**src/rtl/serial_add_pkg.sv**
```systemverilog
// Shared state encoding for the bit-serial adder controller.
package serial_add_pkg;

  typedef enum logic [1:0] {
    ST_IDLE  = 2'd0,
    ST_SHIFT = 2'd1,
    ST_DONE  = 2'd2
  } state_t;

endpackage

```
**src/rtl/serial_adder_ctrl_if.sv**
```systemverilog
// Request/result bundle between a requester and the serial adder controller.
interface serial_adder_ctrl_if #(
  parameter int unsigned WIDTH = 8
);
  logic             start;
  logic [WIDTH-1:0] a_in;
  logic [WIDTH-1:0] b_in;
  logic             busy;
  logic             done;
  logic [WIDTH-1:0] sum_out;
  logic             carry_out;

  modport master (
    output start, a_in, b_in,
    input  busy, done, sum_out, carry_out
  );

  modport slave (
    input  start, a_in, b_in,
    output busy, done, sum_out, carry_out
  );
endinterface

```
**src/rtl/full_add_cell.sv**
```systemverilog
// Combinational full-adder cell: two half adders plus an OR on the carries.
module full_add_cell (
  output logic s,
  output logic co,
  input  logic x,
  input  logic y,
  input  logic ci
);
  logic s0;
  logic c0;
  logic c1;

  half_adder u_ha0 (.s(s0), .c(c0), .x(x),  .y(y));
  half_adder u_ha1 (.s(s),  .c(c1), .x(s0), .y(ci));

  assign co = c0 | c1;
endmodule

```
**src/rtl/half_adder.sv**
```systemverilog
// Single-bit half adder.
module half_adder (
  output logic s,
  output logic c,
  input  logic x,
  input  logic y
);
  assign s = x ^ y;
  assign c = x & y;
endmodule

```
**src/rtl/serial_adder_ctrl.sv**
```systemverilog
// Bit-serial adder: loads two operands, adds LSB-first through one full-adder
// cell and a carry flop, then publishes the registered result with a done pulse.
module serial_adder_ctrl
  import serial_add_pkg::*;
#(
  parameter int unsigned WIDTH = 8
) (
  input  logic               clock,
  input  logic               reset_b,
  serial_adder_ctrl_if.slave bus
);
  localparam int unsigned CW = $clog2(WIDTH);

  state_t           state;
  state_t           state_nx;
  logic [WIDTH-1:0] a_sh;
  logic [WIDTH-1:0] b_sh;
  logic [WIDTH-1:0] s_sh;
  logic [WIDTH-1:0] sum_q;
  logic             carry_q;
  logic             c_q;
  logic [CW-1:0]    count;
  logic             cell_s;
  logic             cell_co;
  logic             last;
  logic             busy;
  logic             done;

  full_add_cell u_cell (
    .s  (cell_s),
    .co (cell_co),
    .x  (a_sh[0]),
    .y  (b_sh[0]),
    .ci (c_q)
  );

  assign last = (count == CW'(WIDTH - 1));

  always_ff @(posedge clock) begin
    if (!reset_b) state <= ST_IDLE;
    else          state <= state_nx;
  end

  always_comb begin
    state_nx = state;
    case (state)
      ST_IDLE:  if (bus.start) state_nx = ST_SHIFT;
      ST_SHIFT: if (last)      state_nx = ST_DONE;
      ST_DONE:                 state_nx = ST_IDLE;
      default:                 state_nx = ST_IDLE;
    endcase
  end

  always_comb begin
    busy = (state == ST_SHIFT);
    done = (state == ST_DONE);
  end

  // Result registers load only on the last-bit edge, so partial sums never leak out.
  always_ff @(posedge clock) begin
    if (!reset_b) begin
      a_sh    <= '0;
      b_sh    <= '0;
      s_sh    <= '0;
      c_q     <= 1'b0;
      count   <= '0;
      sum_q   <= '0;
      carry_q <= 1'b0;
    end else begin
      case (state)
        ST_IDLE: begin
          if (bus.start) begin
            a_sh  <= bus.a_in;
            b_sh  <= bus.b_in;
            s_sh  <= '0;
            c_q   <= 1'b0;
            count <= '0;
          end
        end
        ST_SHIFT: begin
          a_sh <= {1'b0, a_sh[WIDTH-1:1]};
          b_sh <= {1'b0, b_sh[WIDTH-1:1]};
          s_sh <= {cell_s, s_sh[WIDTH-1:1]};
          c_q  <= cell_co;
          if (last) begin
            sum_q   <= {cell_s, s_sh[WIDTH-1:1]};
            carry_q <= cell_co;
          end else begin
            count <= count + 1'b1;
          end
        end
        default: ;
      endcase
    end
  end

  assign bus.busy      = busy;
  assign bus.done      = done;
  assign bus.sum_out   = sum_q;
  assign bus.carry_out = carry_q;
endmodule

```
**src/flat_wrapper.sv**
```systemverilog
// flat-port wrapper written by rule: the top's interface ports become plain ports
module serial_adder_ctrl_flat import serial_add_pkg::*;
#(
  parameter int unsigned WIDTH = 8
)
  (clock, reset_b, bus_start, bus_a_in, bus_b_in, bus_busy, bus_done, bus_sum_out, bus_carry_out);
  serial_adder_ctrl_if #(.WIDTH(WIDTH)) bus_i ();
  input  logic clock;
  input  logic reset_b;
  input wire logic [$bits(bus_i.start)-1:0] bus_start;
  input wire logic [$bits(bus_i.a_in)-1:0] bus_a_in;
  input wire logic [$bits(bus_i.b_in)-1:0] bus_b_in;
  output wire logic [$bits(bus_i.busy)-1:0] bus_busy;
  output wire logic [$bits(bus_i.done)-1:0] bus_done;
  output wire logic [$bits(bus_i.sum_out)-1:0] bus_sum_out;
  output wire logic [$bits(bus_i.carry_out)-1:0] bus_carry_out;
  assign bus_i.start = bus_start;
  assign bus_i.a_in = bus_a_in;
  assign bus_i.b_in = bus_b_in;
  assign bus_busy = bus_i.busy;
  assign bus_done = bus_i.done;
  assign bus_sum_out = bus_i.sum_out;
  assign bus_carry_out = bus_i.carry_out;
  serial_adder_ctrl #(.WIDTH(WIDTH)) u_core (.clock(clock), .reset_b(reset_b), .bus(bus_i));
endmodule
```
**config.mk**
```make
export PLATFORM = sky130hd
export DESIGN_NAME = serial_adder_ctrl_flat
export DESIGN_NICKNAME = d
export VERILOG_FILES = /design/src/rtl/serial_add_pkg.sv /design/src/rtl/serial_adder_ctrl_if.sv /design/src/rtl/full_add_cell.sv /design/src/rtl/half_adder.sv /design/src/rtl/serial_adder_ctrl.sv /design/src/flat_wrapper.sv
export SDC_FILE = /design/constraint.sdc
export NUM_CORES = 1
export LEC_CHECK = 0
export ABC_AREA = 1
export CAP_MARGIN = 20
export CORE_UTILIZATION = 47
export CTS_BUF_LIST = sky130_fd_sc_hd__clkbuf_16
export CTS_CLUSTER_DIAMETER = 120
export DETAILED_ROUTE_END_ITERATION = 6
export PLACE_DENSITY = 0.75
export SLEW_MARGIN = 20
export SYNTH_ARGS = -nofsm -noshare
export SYNTH_HDL_FRONTEND = slang
export SYNTH_HIERARCHICAL = 1
export SYNTH_SLANG_ARGS = --single-unit
```
**constraint.sdc**
```tcl
create_clock -name clock -period 1.2 [get_ports clock]
set_input_delay 0.24 -clock clock [delete_from_list [all_inputs] [get_ports clock]]
set_output_delay 0.24 -clock clock [all_outputs]
set_load 0.1 [all_outputs]
```
Word-level counts from Yosys, hierarchy flattened
Cells that the tools add are included.
{ "totals": {"regBits": 39} }
{ "op_classes": {"reduce_logical": 6, "n_eq_ne": 6, "add_sub_neg": 1, "muxes": 14, "bitwise": 5} }
{ "ops": {"columns": ["op", "n"], "rows": [
  ["$pmux 8 s2", 3],
  ["$mux 8", 3],
  ["$mux 3", 2],
  ["$pmux 3 s2", 1],
  ["$reduce_and 2->1", 3],
  ["$mux 2", 2],
  ["$ne 2x2->1 const B", 2],
  ["$pmux 2 s2", 1],
  ["$add 3x1->3 const B", 1],
  ["$eq 3x3->1 const B", 1],
  ["$reduce_and 3->1", 1],
  ["$and 1x1->1", 2],
  ["$eq 2x1->1 const B", 1],
  ["$eq 2x2->1 const B", 1],
  ["$logic_not 2->1", 1],
  ["$ne 2x1->1 const B", 1],
  ["$pmux 1 s2", 1],
  ["$reduce_bool 2->1", 1],
  ["$xor 1x1->1", 2],
  ["$mux 1", 1],
  ["$or 1x1->1", 1]
]} }

Depth between registers and ports, before layout
Gate-level depths: netlist of run 1.
{ "depth": {"ltp_word": 4, "mapped_depth": 8} }

By module
Netlist of run 1, hierarchy kept.
{ "modules_own_cells": {"columns": ["mod", "cells_per_inst", "n_inst", "seq_area_each_um2", "area_each_um2"], "rows": [
  ["serial_adder_ctrl", 260, 1, 760.7, 1744.2],
  ["half_adder", 1, 2, 0.0, 12.5],
  ["full_add_cell", 3, 1, 0.0, 11.3]
]} }

Least setup slack after synthesis of run 1
OpenSTA, ideal clock, no wires.
{ "synth_path": {"kind": "register -> output", "startpoint": "reg u_core.state[1]", "endpoint": "out bus_done", "path_buffers": 0, "required_ns": 0.960, "stages_incl_launch_ff": 3, "arrival_time_ns": 1.747, "setup_slack_ns": -0.787, "cell_sequence": "dfxtp_1 inv_2 nor2_1"} }
{ "synth_via": {"elab_chain_len": 1} }
{ "synth_lines": {"columns": ["element", "line", "source"], "rows": [
  ["from (decl)", "serial_adder_ctrl.sv:14", "state_t state;"],
  ["from (signal assigned)", "serial_adder_ctrl.sv:41", "else state <= state_nx;"],
  ["$eq 2x2->1", "serial_adder_ctrl.sv:56", "done = (state == ST_DONE);"],
  ["to (decl)", "flat_wrapper.sv:14", "output wire logic [$bits(bus_i.done)-1:0] bus_done;"]
]} }
No other way between the ends.

Final worst setup path of run 1
{ "layout_path": {"startpoint": "reg u_core.count[1]", "endpoint": "reg u_core.sum_q[2] (netlist: u_core/bus.sum_out[2])"} }
{ "layout_via": {"elab_chain_len": 2} }
{ "layout_lines": {"columns": ["element", "line", "source"], "rows": [
  ["from (decl)", "serial_adder_ctrl.sv:22", "logic [CW-1:0] count;"],
  ["from (signal assigned)", "serial_adder_ctrl.sv:89", "count <= count + 1'b1;"],
  ["$eq 3x3->1", "serial_adder_ctrl.sv:37", "assign last = (count == CW'(WIDTH - 1));"],
  ["$reduce_and 2->1 (no source line)", null, null],
  ["to (signal assigned)", "serial_adder_ctrl.sv:86", "sum_q <= {cell_s, s_sh[WIDTH-1:1]};"],
  ["to (decl)", "serial_adder_ctrl.sv:19", "logic [WIDTH-1:0] sum_q;"]
]} }
No other way between the ends.
A chain may end at the register's enable or synchronous reset.

==> run summary, run 1 <==
### Synth
• 0 — number of enable-type register cells in the synthesized netlist
• 42.7% — fraction of the yosys area taken by sequential cells
• sky130_fd_sc_hd__dfxtp_1 — most area-hungry cell type in the Yosys netlist
• 38 — FF+latch count, synth
• sky130_fd_sc_hd__dfxtp_1 — leading register cell type out of synthesis
• 107 x sky130_fd_sc_hd__nand2_1, 41 x sky130_fd_sc_hd__nor2_1, 38 x sky130_fd_sc_hd__dfxtp_1 — commonest cells in the synthesized netlist
• 42.7% — top-area cell type share of the netlist area
• 265 — Post-Synthesis Cells
• 0% — proportion of synthesized flip-flops having asynchronous set or reset
• 21 — number of library cell types mapped by synthesis
• sky130_fd_sc_hd__nand2_1 — most repeated cell in the gate-level netlist after synthesis
• sky130_fd_sc_hd__dfxtp_1 43%, sky130_fd_sc_hd__nand2_1 23%, sky130_fd_sc_hd__nor2_1 8.6%, sky130_fd_sc_hd__inv_1 5.3%, sky130_fd_sc_hd__nand3_1 3.7% — top cells by area, synth
• 6.72 um2 — Avg Inst Size Synth
• 1780 um2 — total standard cell area after synthesis
• 288 — synthesized netlist net count
• 6 — YS warnings

### Placed design
• 340 — number of cells after detailed placement
• 29 — Port Buffer Count
• -217 ps — dpl ws
• 0.807 — Final GP Congestion
• 2290 um2 — post-detailed-placement cell area
• 2530 um — detailed placement HPWL

### CTS
• done — clock tree from TritonCTS
• 5 — cts bufs inserted
• 60 ps — clock slew seen by the registers of the worst setup and hold paths
• 38 — clk sink count
• 280 ps — worst skew pair latency
• 2 — CTS max path bufs
• 2 — H-tree levels
• sky130_fd_sc_hd__clkbuf_16 — Root Driver
• 0 — hold-fix buffer count after cts

### Setup path
• u_core/bus.sum_out[2] — capturing element of the worst setup path
• sky130_fd_sc_hd__dfxtp_2 — Crit-path slowest cell
• 360 ps — stage delay of the slowest cell on the critical path
• simple AND/OR/NAND/NOR gates — gate family responsible for the most delay along the worst path
• 7 — path length in cells of the critical path
• u_core/count[1] — origin of the critical flop-to-flop path
• 1370 ps — data required time of the critical path
• 7 — worst reg2reg path depth
• u_core/bus.sum_out[2] — R2R Path End
• flip-flop — capturing element type of the critical path
• u_core/count[1] — crit path from
• sky130_fd_sc_hd__ha_4 — most frequent cell on the critical path
• flip-flop — critical path startpoint category
• 4 — highest fanout seen on the critical path
• 2 — buffer and inverter count on the worst path
• ha_4, ha_4, inv_4, nor2_4, clkinv_2, nand3_1, nand2_1 — critical path cell sequence
• 1490 ps — data arrival time of the critical path
• -130 ps — setup slack on the worst flop-to-flop path
• reg2reg — Crit Path Category

### Final layout
• 333 — net count reported at finish
• 55.6% — layout overhead on the synthesized area
• 357 — Finished Layout Cells
• 2770 um2 — Layout Cell Area excl Fill
• 0 — Antenna Cells
• 79.9% — Final Util
• 30.5% — layout cells sized above 1

### Detailed routing
• 1,803 — total via count in the routed design
• 14.8 um — post-DR wirelength/cell
• 4 — count of TritonRoute iterations in the first routing pass
• 0 — ANT nets after route
• 0 — drt drc
• 5290 um — DRT Wirelength
• 5.05 — Vias/cell
• 154 — violation count after the first detailed-route iteration

### Global route
• 27.6% — routing usage on met1
• 0 — overflow left after global routing
• 5.25% — global routing met3 resource utilization
• 0 — antenna violations before repair
• met2 — busiest layer in global routing
• 1,559 — number of global-route vias before repair
• 38.2% — global routing met2 resource utilization
• 22.7% — GRT Util Overall
• 39 — pin count of the biggest net entering global routing
• 7040 um — first-pass GRT wire length

### Timing
• 0 — total count of hold-check failures in the final report
• 450 ps — Worst Tran Pin Value
• 6.02 ps — post-route clock skew
• -1030 ps — final setup TNS
• -126 ps — least setup slack across all paths after layout
• 754 MHz — max frequency
• 18 — final setup violating endpoints
• 465 ps — Final Hold Slack
• 69.9% — worst slew slack as a fraction of its limit
• 1330 ps — minimum period implied by the final worst setup slack
• true — RSZ-0062 raised after global routing
• 111% — Final Cycle Share
• 0 — final max-slew violation count

### Run
• 0 — max capacitance violation total

### Floorplan
• 21 — Row Count
• 30 — I/O pin count
• 63.6 um — y dimension of the die
• 4040 um2 — Total Die Area
• 51.3% — starting density of the core
• 3470 um2 — Floorplan Core Area
• 63.6 um — Chip Width

### Outcome
• negative setup slack — violated checks
• complete, but fails checks — result of the run

### Power
• 1300 nW/um2 — Pwr per Cell Area
• 1.25 nW — static leakage power
• 1.05 mV — VDD IR max
• 3.60 mW — Total Power Consumption

### Hold path
• in2reg — type of the tightest min-delay check

## sequential cells by signal, summed over array words and instances (netlist names)
register and count:
u_core/a_sh 8, u_core/b_sh 8, u_core/bus.sum_out 8, u_core/s_sh 7
u_core/count 3, u_core/state 2, u_core/bus.carry_out 1, u_core/c_q 1
## worst reg2reg max path, delay by kind of cell, from the launching register on
family,cells,cell delay [ps]
adders and majority gates,2,280
buffers and inverters,2,200
DFF,1,360
and+or+nand+nor,3,370
## metal layers
| metal | up-vias | wire length (um) | part of all wire (%) |
|---|---|---|---|
| met3 | 16 | 326 | 6.2 |
| li1 | 882 | - | - |
| met1 | 832 | 2130 | 40 |
| met2 | 73 | 2700 | 51 |
| met5 | - | 0 | 0 |
| met4 | 0 | 131 | 2.5 |
## worst min path at each step
stage / start / slack [ps] / endpoint / cells after the start
final: bus_start / 470 / u_core/b_sh[7] / 4
after global routing: bus_start / 500 / u_core/a_sh[7] / 4
after CTS: u_core/b_sh[7] / 470 / u_core/b_sh[7] / 2
after detailed placement: u_core/a_sh[7] / 460 / u_core/a_sh[7] / 2
after global placement: u_core/b_sh[7] / 450 / u_core/b_sh[7] / 2
after floorplan: bus_start / 400 / u_core/a_sh[7] / 2
## repair_timing
item | 4_1_cts | 5_1_grt
gates cloned | 2 | 4
buffers inserted | 2 | 1
setup endpoints to repair | 17 | 36
resized for setup | 30 | 17
pin swaps | 5 | 6
## logic make-up (layout without fill, tap and decap cells)
logic type / Yosys count / in the layout / synth area share [%]
AND/OR/NAND/NOR: 170 / 170 / 38.6
adder cells (fa/ha/maj): 4 / 4 / 2.81
buffers and inverters: 40 / 86 / 10.8
AO/OA/AOI/OAI: 13 / 13 / 5.13
flip-flops: 38 / 38 / 42.7
## final cells by class
type                            instances  area [um2]
Clock buffer                            5         125
Clock inverter                          3        63.8
Fill cell                             215         698
Inverter                               28         120
Multi-Input combinational cell        187         958
Sequential cell                        38         779
Tap cell                               46        57.6
Timing Repair Buffer                   48         653
Timing Repair inverter                  2        12.5
## report_power, final
group	internal (mW)	total (mW)	switching [mW]
Clock	1.18	1.68	0.497
Sequential	1.32	1.36	0.0421
Combinational	0.264	0.557	0.293
## placed cells by master, fill, tap and decap left out, types with 3 or more instances in the layout
master                             n
sky130_fd_sc_hd__nand2_2          15
sky130_fd_sc_hd__nor2_1           36
sky130_fd_sc_hd__dfxtp_1          25
sky130_fd_sc_hd__nand2_1          97
sky130_fd_sc_hd__clkdlybuf4s50_1  16
sky130_fd_sc_hd__nor2_2            3
sky130_fd_sc_hd__buf_6             4
sky130_fd_sc_hd__clkbuf_16         8
sky130_fd_sc_hd__buf_4             9
sky130_fd_sc_hd__buf_12           14
sky130_fd_sc_hd__ha_4              4
sky130_fd_sc_hd__inv_1            23
sky130_fd_sc_hd__nand3_1          10
sky130_fd_sc_hd__a21oi_1           5
sky130_fd_sc_hd__a21oi_2           6
sky130_fd_sc_hd__dfxtp_2          12
sky130_fd_sc_hd__nor2_4            4
sky130_fd_sc_hd__nand3_2           3
Power figures use the tool's default switching activity.
==> inputs of run 2 (changes only) <==
GPL_ROUTABILITY_DRIVEN = 0   (was not set)
==> results of run 2 <==
The final DEF is identical to that of run 1; final timing and power are the same.
